$ cat src/rtl/acc8_frame_sequencer.sv
// Frame sequencer around an external 8-bit combinational adder: feeds the running sum
// and incoming term to the adder, accumulates its sum, and emits one sum+wrap per frame.
module acc8_frame_sequencer #(
  parameter int FRAME_LEN = 4
) (
  input  logic       clk,
  input  logic       rst_n,
  input  logic       clear,
  input  logic [7:0] in_data,
  input  logic       in_valid,
  output logic       in_ready,
  output logic [7:0] add_a,
  output logic [7:0] add_b,
  input  logic [7:0] add_sum,
  output logic [7:0] out_data,
  output logic       out_wrap,
  output logic       out_valid,
  input  logic       out_ready
);

  localparam logic [0:0] ACCUM = 1'b0;
  localparam logic [0:0] HOLD  = 1'b1;
  localparam logic [7:0] LAST  = 8'(FRAME_LEN - 1);

  logic [0:0] state;
  logic [7:0] acc;
  logic [7:0] cnt;
  logic       wrap;

  assign in_ready  = (state == ACCUM) && !clear;
  assign out_valid = (state == HOLD);
  assign out_data  = acc;
  assign out_wrap  = wrap;
  assign add_a     = acc;
  assign add_b     = in_data;

  always_ff @(posedge clk or negedge rst_n) begin
    if (!rst_n) begin
      state <= ACCUM;
      acc   <= '0;
      cnt   <= '0;
      wrap  <= 1'b0;
    end else if (clear) begin
      // Abort wins over any handshake: pending result and presented term are dropped.
      state <= ACCUM;
      acc   <= '0;
      cnt   <= '0;
      wrap  <= 1'b0;
    end else begin
      case (state)
        ACCUM: begin
          if (in_valid) begin
            acc  <= add_sum;
            // Sum smaller than the addend means the 8-bit add carried out.
            wrap <= wrap | (add_sum < in_data);
            if (cnt == LAST) begin
              cnt   <= '0;
              state <= HOLD;
            end else begin
              cnt <= cnt + 8'd1;
            end
          end
        end
        default: begin
          if (out_ready) begin
            acc   <= '0;
            wrap  <= 1'b0;
            state <= ACCUM;
          end
        end
      endcase
    end
  end

endmodule

$ cat config.mk
export PLATFORM = sky130hd
export DESIGN_NAME = acc8_frame_sequencer
export DESIGN_NICKNAME = d
export VERILOG_FILES = /design/src/rtl/acc8_frame_sequencer.sv
export SDC_FILE = /design/constraint.sdc
export NUM_CORES = 1
export LEC_CHECK = 0
export BUFFER_PORTS_ARGS = -buffer_cell sky130_fd_sc_hd__buf_4
export CAP_MARGIN = 20
export CORE_MARGIN = 2
export CORE_UTILIZATION = 49
export CTS_BUF_LIST = sky130_fd_sc_hd__clkbuf_4
export DETAILED_ROUTE_END_ITERATION = 16
export PLACE_DENSITY = 0.8
export SLEW_MARGIN = 20
export SYNTH_ARGS = -nofsm -noshare
export SYNTH_HDL_FRONTEND = slang
export SYNTH_SLANG_ARGS = --single-unit
$ cat constraint.sdc
create_clock -name clk -period 1.6 [get_ports clk]
set_clock_uncertainty 0.15 [all_clocks]
set_input_delay 0.32 -clock clk [delete_from_list [all_inputs] [get_ports clk]]
set_output_delay 0.32 -clock clk [all_outputs]
set_load 0.03 [all_outputs]
==> summary.md, run 1 <==
| Metric | Value |
|---|---|
| Setup TNS | `0 ps` |
| Port-buffer cells | `47` |
| Synth async-reset ratio | `100%` |
| Layout cell share with drive strength beyond 1 | `37.6%` |
| Critical Path End | `in_ready` |
| Worst-Margin Slew | `298 ps` |
| Number of global-route vias before repair | `957` |
| CTS tree | `built` |
| Post-synth cell types | `29` |
| Met2 Routed Length | `1.33 mm` |
| Worst Setup SP | `out_valid` |
| PD cells | `705 nW/um2` |
| Clock latency on the worst-skew pair | `300 ps` |
| All-Layer GR Usage | `21.2%` |
| Worst reg-to-reg path cell count | `5` |
| Avg WL per Cell | `13.0 um` |
| Worst EP required | `1130 ps` |
| Die area | `2800 um2` |
| Avg Cell Area, Syn | `9.03 um2` |
| Area Growth Syn to Fin | `29.3%` |
| #FFs+latches synth | `18` |
| Vias per inst | `5.03` |
| Die width | `52.9 um` |
| Largest net degree at the start of global routing | `19` |
| Count of pins over their slew limit | `0` |
| Kind of critical path | `flop to primary output` |
| N_diodes | `0` |
| Post-route ant nets | `0` |
| Comb pwr share | `31.6%` |
| RSZ-0062 raised after global routing | `no` |
| M1 wire length | `1.09 mm` |
| DR pass1 iterations | `4` |
| Fin crit share | `96.8%` |
| Worst hold path class | `input port to flop` |
| Num CTS Buffers | `3` |
| HPWL Detailed | `2.05 mm` |
| Count leader, synth | `nand2_1` |
| Sink Count | `18` |
| Post-synthesis xor/xnor area fraction | `2.99%` |
| Synthesized area | `1170 um2` |
| Peak Freq | `646 MHz` |
| Inst Count DP | `190` |
| Post-synth EDFFs | `0` |
| Initial antenna violation count | `0` |
| FF-to-FF End | `cnt[4]` |
| Metal3 WL | `119 um` |
| Switch share | `33.6%` |
| Die height | `52.9 um` |
| Vias | `995` |
| Syn Nets | `159` |
| Slew margin rel. | `80.0%` |
| CP max FO | `5` |
| Compound-Gate Fraction of Synth Area | `11.8%` |
| Clock Tree Root | `clkbuf_4` |
| Core area | `2230 um2` |
| Routability cong. | `0.826` |
| Post-Synth Adder-Cell Area | `8.53%` |
| Yosys synthesis warning count | `0` |
| Htree depth | `1` |
| Global-route wire length before repair | `4.25 mm` |
| Fin. Hold Viols | `0` |
| CP Capture Type | `primary output` |
| Seq pwr share | `46.4%` |
| Largest cells by area after synthesis | `dfrtp_1, buf_4, ha_1, nand2_1, o21ai_1` |
| Pwr Total | `1.07 mW` |
| Synth Area in Simple Gates | `23.2%` |
| Top sig layer | `met4` |
| Fin cells | `198` |
| Post-synth top cells | `nand2_1, dfrtp_1, buf_4` |
| Final min period | `1550 ps` |
| R2r setup slk | `100 ps` |
| RR Startpoint | `cnt[1]` |
| Total wire length | `2.58 mm` |
| Setup-failing EPs final | `0` |
| Cell count after synthesis | `130` |
| DR iter-0 viols | `19` |
| Switch Pwr | `0.360 mW` |
| Max IR drop VDD | `0.428 mV` |
| Outcome | `completed` |
| Gr ovfl total | `0` |
| # DRC | `0` |
| Synth top area share | `38.4%` |
| Ports | `48` |
| Rows | `17` |
| Filler Cell Count | `184` |
| Critical path arrival | `1080 ps` |
| Main synth FF type | `dfrtp_1` |
| Reg clk slew, reported paths | `100 ps` |
| Int Power | `0.710 mW` |
| Clk network pwr share | `22.1%` |
| Nets | `200` |
| Type of origin of the critical path | `flop` |
| Main combinational cell family by area after synthesis | `simple AND/OR/NAND/NOR gates` |
| Largest area contributor in the netlist | `dfrtp_1` |
| Clock tree buffer depth | `2` |
| Mux share of post-synthesis cell area | `0%` |
| Max-Cap Viols | `0` |
| P_leak | `0.780 nW` |
| Register area share after synthesis | `38.4%` |
| Initial Util | `52.5%` |
registers in the layout (all words and copies together), names as in the netlist:
name and count:
out_wrap 1, out_valid 1, cnt 8, add_a 8
layer usage:
layer,up-vias,track usage (%)
met5,-,0
met4,0,7.69
met3,4,5.08
met2,25,38.3
met1,466,24.1
li1,500,-
through the flow:
step | worst slack, ps | hold WS (ps) | area (um2) | util (%)
floorplan | 76.9 | -126 | 1170 | -
global placement | -65.4 | 52.8 | 1440 | 64.5
detailed placement | -154 | 51.9 | 1440 | 64.5
CTS | 7.32 | 91.1 | 1480 | 66.2
global route | 9.41 | 92.0 | 1520 | 68.0
finish | 51.2 | 95.4 | 1520 | 68.0
logic make-up (layout without fill, tap and decap cells):
group                      count (synthesis)  count (layout)
AOI/OAI and AO/OA                         23              23
xor gates and xnor gates                   4               4
adders and majority gates                  8               8
buffers and inverters                     27              67
DFF                                       18              18
and+or+nand+nor                           50              50
power by group through the flow:
stage,registers [mW],logic (mW),clock network [mW]
global route,0.499,0.370,0.266
CTS,0.496,0.331,0.245
floorplan,0.538,0.182,0
finish,0.496,0.338,0.236
global placement,0.503,0.321,0
detailed placement,0.505,0.329,0
worst min path at each step:
stage / startpoint / endpoint / slack [ps] / depth (start not counted)
after floorplan: rst_n / add_a[0] / -130 / 0
after global placement: rst_n / add_a[1] / 50 / 1
after detailed placement: rst_n / add_a[2] / 50 / 1
after CTS: clear / cnt[3] / 90 / 2
after global routing: clear / cnt[3] / 90 / 2
final: clear / out_valid / 100 / 2
worst max-delay path, stage by stage (launching register included):
cell and delay [ps]:
dfrtp_2 480, nor2_4 160, buf_6 150
cells in the final DEF, fill, tap and decap left out, types with 2 or more instances in the layout:
master,Yosys,final
o21ai_0,3,3
xor2_1,3,3
o21ai_1,14,14
nor3_1,2,2
nor2_4,2,2
nor2_1,7,7
nand4_1,2,2
dfrtp_1,18,17
nand3_1,2,2
ha_1,8,8
nand2_1,26,26
buf_4,16,51
clkbuf_4,0,3
inv_1,9,9
nand2b_1,2,2
timing repair:
action | in CTS | in global routing
setup buffers | 0 | 3
hold buffers | 1 | 0
endpoints found under the hold margin | 18 | 0
endpoints found under the setup margin | 1 | 1
pin swaps | 0 | 2
gates resized for setup | 1 | 1
area by class of cell:
class | instances | area [um2] | area share [%]
inverters | 9 | 33.8 | 2.23
well taps | 28 | 35.0 | 2.31
repair buffers | 54 | 424 | 27.9
flip-flops and latches | 18 | 452 | 29.8
multi-input cells | 85 | 547 | 36.0
clock buffers | 3 | 22.5 | 1.48
clock inverters | 1 | 3.75 | 0.247
Power figures use the tool's default switching activity.
==> inputs of run 2 (changes only) <==
--- a/config.mk
+++ b/config.mk
@@ -5,10 +5,10 @@
 export SDC_FILE = /design/constraint.sdc
 export NUM_CORES = 1
 export LEC_CHECK = 0
+export ABC_AREA = 1
 export BUFFER_PORTS_ARGS = -buffer_cell sky130_fd_sc_hd__buf_4
-export CAP_MARGIN = 20
 export CORE_MARGIN = 2
-export CORE_UTILIZATION = 49
+export CORE_UTILIZATION = 50
 export CTS_BUF_LIST = sky130_fd_sc_hd__clkbuf_4
 export DETAILED_ROUTE_END_ITERATION = 16
 export PLACE_DENSITY = 0.8
==> run 2 against run 1 <==
Net effect:
- non-clock buffer count down 3
- hold slack better by 59 ps
- cell count rose by 14%
- global-route usage down 2.2 points
- sequential share of layout area fell by 0.88 points
- synthesized area up 6.4%
- largest power group unchanged
==> summary.md, run 2 <==
| Metric | Value |
|---|---|
| Area Growth Syn to Fin | `25.3% (was 29.3%)` |
| Outcome | `completed (unchanged)` |
| CP Capture Type | `primary output (unchanged)` |
| Register area share after synthesis | `36.1% (was 38.4%)` |
| Avg Cell Area, Syn | `7.95 um2 (was 9.03 um2)` |
| Setup-failing EPs final | `0 (unchanged)` |
| Type of origin of the critical path | `flop (unchanged)` |
| Reg clk slew, reported paths | `100 ps (about the same)` |
| Critical path arrival | `1080 ps (about the same)` |
| DR iter-0 viols | `24 (was 19)` |
| Synthesized area | `1250 um2 (was 1170 um2)` |
| Area after DPL | `1510 um2 (was 1440 um2)` |
| Num CTS Buffers | `3 (unchanged)` |
| DR pass1 iterations | `4 (unchanged)` |
| HPWL Detailed | `2.02 mm (was 2.05 mm)` |
| Avg WL per Cell | `11.1 um (was 13.0 um)` |
| Die area | `2910 um2 (was 2800 um2)` |
| Fin. Hold Viols | `0 (unchanged)` |
| Total wire length | `2.49 mm (was 2.58 mm)` |
| Main synth FF type | `dfrtp_1 (unchanged)` |
| #FFs+latches synth | `18 (unchanged)` |
| Peak Freq | `645 MHz (was 646 MHz)` |
| Ports | `48 (unchanged)` |
| Die height | `54.0 um (was 52.9 um)` |
| Switch Pwr | `0.459 mW (was 0.360 mW)` |
| Largest cells by area after synthesis | `dfrtp_1, nand2_1, buf_4, ha_1, inv_1 (was dfrtp_1, buf_4, ha_1, nand2_1, o21ai_1)` |
| Die width | `54.0 um (was 52.9 um)` |
| Filler Cell Count | `190 (was 184)` |
| Layout cell share with drive strength beyond 1 | `37.4% (was 37.6%)` |
| Yosys synthesis warning count | `0 (unchanged)` |
| Largest net degree at the start of global routing | `19 (unchanged)` |
| Vias per inst | `4.83 (was 5.03)` |
| Core area | `2410 um2 (was 2230 um2)` |
| Number of global-route vias before repair | `1018 (was 957)` |
| Seq pwr share | `44.4% (was 46.4%)` |
| Vias | `1086 (was 995)` |
| Fin crit share | `96.9% (was 96.8%)` |
| Clock latency on the worst-skew pair | `280 ps (was 300 ps)` |
| Pwr Total | `1.24 mW (was 1.07 mW)` |
| Clock Tree Root | `clkbuf_4 (unchanged)` |
| Initial antenna violation count | `0 (unchanged)` |
| # DRC | `0 (unchanged)` |
| Nets | `225 (was 200)` |
| Count leader, synth | `nand2_1 (unchanged)` |
| Synth top area share | `36.1% (was 38.4%)` |
| Max IR drop VDD | `0.597 mV (was 0.428 mV)` |
| Port-buffer cells | `47 (unchanged)` |
| CTS tree | `built (unchanged)` |
| Max-Cap Viols | `0 (unchanged)` |
| Worst EP required | `1130 ps (about the same)` |
| Worst-Margin Slew | `386 ps (was 298 ps)` |
| All-Layer GR Usage | `19.0% (was 21.2%)` |
| N_diodes | `0 (unchanged)` |
| Post-synth top cells | `nand2_1, inv_1, dfrtp_1 (was nand2_1, dfrtp_1, buf_4)` |
| Post-synth cell types | `23 (was 29)` |
| Comb pwr share | `37.2% (was 31.6%)` |
| Synth async-reset ratio | `100% (unchanged)` |
| Most frequent cells in the layout | `buf_4, nand2_1, inv_1, dfrtp_1, o21ai_2 (was buf_4, nand2_1, dfrtp_1, o21ai_1, inv_1)` |
| Initial Util | `51.8% (was 52.5%)` |
| Multi-input gate area | `566 um2 (was 547 um2)` |
| Kind of critical path | `flop to primary output (unchanged)` |
| Switch share | `37.1% (was 33.6%)` |
| CP max FO | `4 (was 5)` |
| P_leak | `0.853 nW (was 0.780 nW)` |
| Cell count after synthesis | `157 (was 130)` |
| Clock tree buffer depth | `2 (unchanged)` |
| Largest area contributor in the netlist | `dfrtp_1 (unchanged)` |
| Htree depth | `1 (unchanged)` |
| Gr ovfl total | `0 (unchanged)` |
| Clk network pwr share | `18.4% (was 22.1%)` |
| Syn Nets | `186 (was 159)` |
| Rows | `18 (was 17)` |
| Reg area | `452 um2 (unchanged)` |
| Count of pins over their slew limit | `0 (unchanged)` |
| Post-synth EDFFs | `0 (unchanged)` |
| Final min period | `1550 ps (about the same)` |
| Post-route ant nets | `0 (unchanged)` |
| Int Power | `0.779 mW (was 0.710 mW)` |
| Sink Count | `18 (unchanged)` |
| PD cells | `791 nW/um2 (was 705 nW/um2)` |
| WHS | `154 ps (was 95.4 ps)` |
| Global-route wire length before repair | `4.06 mm (was 4.25 mm)` |
| Routability cong. | `0.738 (was 0.826)` |
| Slew margin rel. | `74.2% (was 80.0%)` |
| Post-route cell area | `1560 um2 (was 1520 um2)` |
| Most common cell after layout, fill and taps aside | `buf_4 (unchanged)` |
| Worst hold path class | `input port to flop (unchanged)` |
==> run 2: cell types whose count changed after synthesis, sizes merged, moves of 2 or more <==
cell,change
o21ai,-2
nand4,+2
inv,+17
nand3,+5
nor2b,-2
nand2,+12
a21oi,+7
nand2b,-2
==> run 2: area by class of cell <==
type | instances | area share (%)
clock buffer | 3 | 1.44
sequential | 18 | 28.9
tap | 30 | 2.40
multi-input combinational | 96 | 36.2
inverter | 26 | 6.24
timing repair buffer | 51 | 24.6
clock inverter | 1 | 0.240
==> run 2: cell families after synthesis <==
group	count (synthesis)	share of synthesized area, %
AO/OA/AOI/OAI	24	12.4
AND/OR/NAND/NOR	62	23.4
adder cells (fa/ha/maj)	8	8.02
XOR/XNOR	2	1.40
buffers and inverters	43	18.6
flip-flops	18	36.1
==> run 2: worst max-delay path: stages (launching register included) <==
cell,delay [ps]
dfrtp_2,460
nor2_4,160
buf_4,180
==> run 2: layer usage <==
layer,wire length [um],up-vias,track usage (%)
li1,-,557,-
met1,992,492,22.0
met2,1360,37,35.2
met3,134,0,3.06
met4,0,0,6.67
met5,0,-,0
==> run 2: power by group through the flow <==
stage	Clock (mW)	Combinational, mW	Sequential [mW]
6_report	0.228	0.460	0.550
5_1_grt	0.262	0.508	0.561
4_1_cts	0.236	0.459	0.552
3_5_place_dp	0	0.457	0.561
3_3_place_gp	0	0.443	0.557
2_1_floorplan	0	0.277	0.600
==> run 2: final timing paths <==
path	start	to	slack [ps]	cells after the start
max in group asynchronous	rst_n	out_valid	830	2
setup reg to reg	cnt[0]	cnt[2]	170	6
hold / removal	add_sum[1]	add_a[1]	150	3
setup / recovery	out_valid	in_ready	50	2
min in group asynchronous	rst_n	cnt[7]	270	2
hold reg to reg	cnt[7]	cnt[7]	360	2
==> run 2: through the flow <==
step           instances  worst slack (ps)  utilization (%)  TNS [ps]
3_3_place_gp         218               178             62.7         0
4_1_cts              223              10.4             64.3         0
6_report             225              49.7             64.9         0
2_1_floorplan        157              85.7                -         0
3_5_place_dp         218               160             62.7         0
5_1_grt              225             -7.82             64.9     -7.82
==> run 2: what timing repair did <==
item,CTS,global route
endpoints found under the setup margin,1,1
pin swaps,0,1
gates cloned,0,0
hold buffers,1,0
hold endpoints to repair,18,0
buffers inserted,0,2
resized for setup,1,0
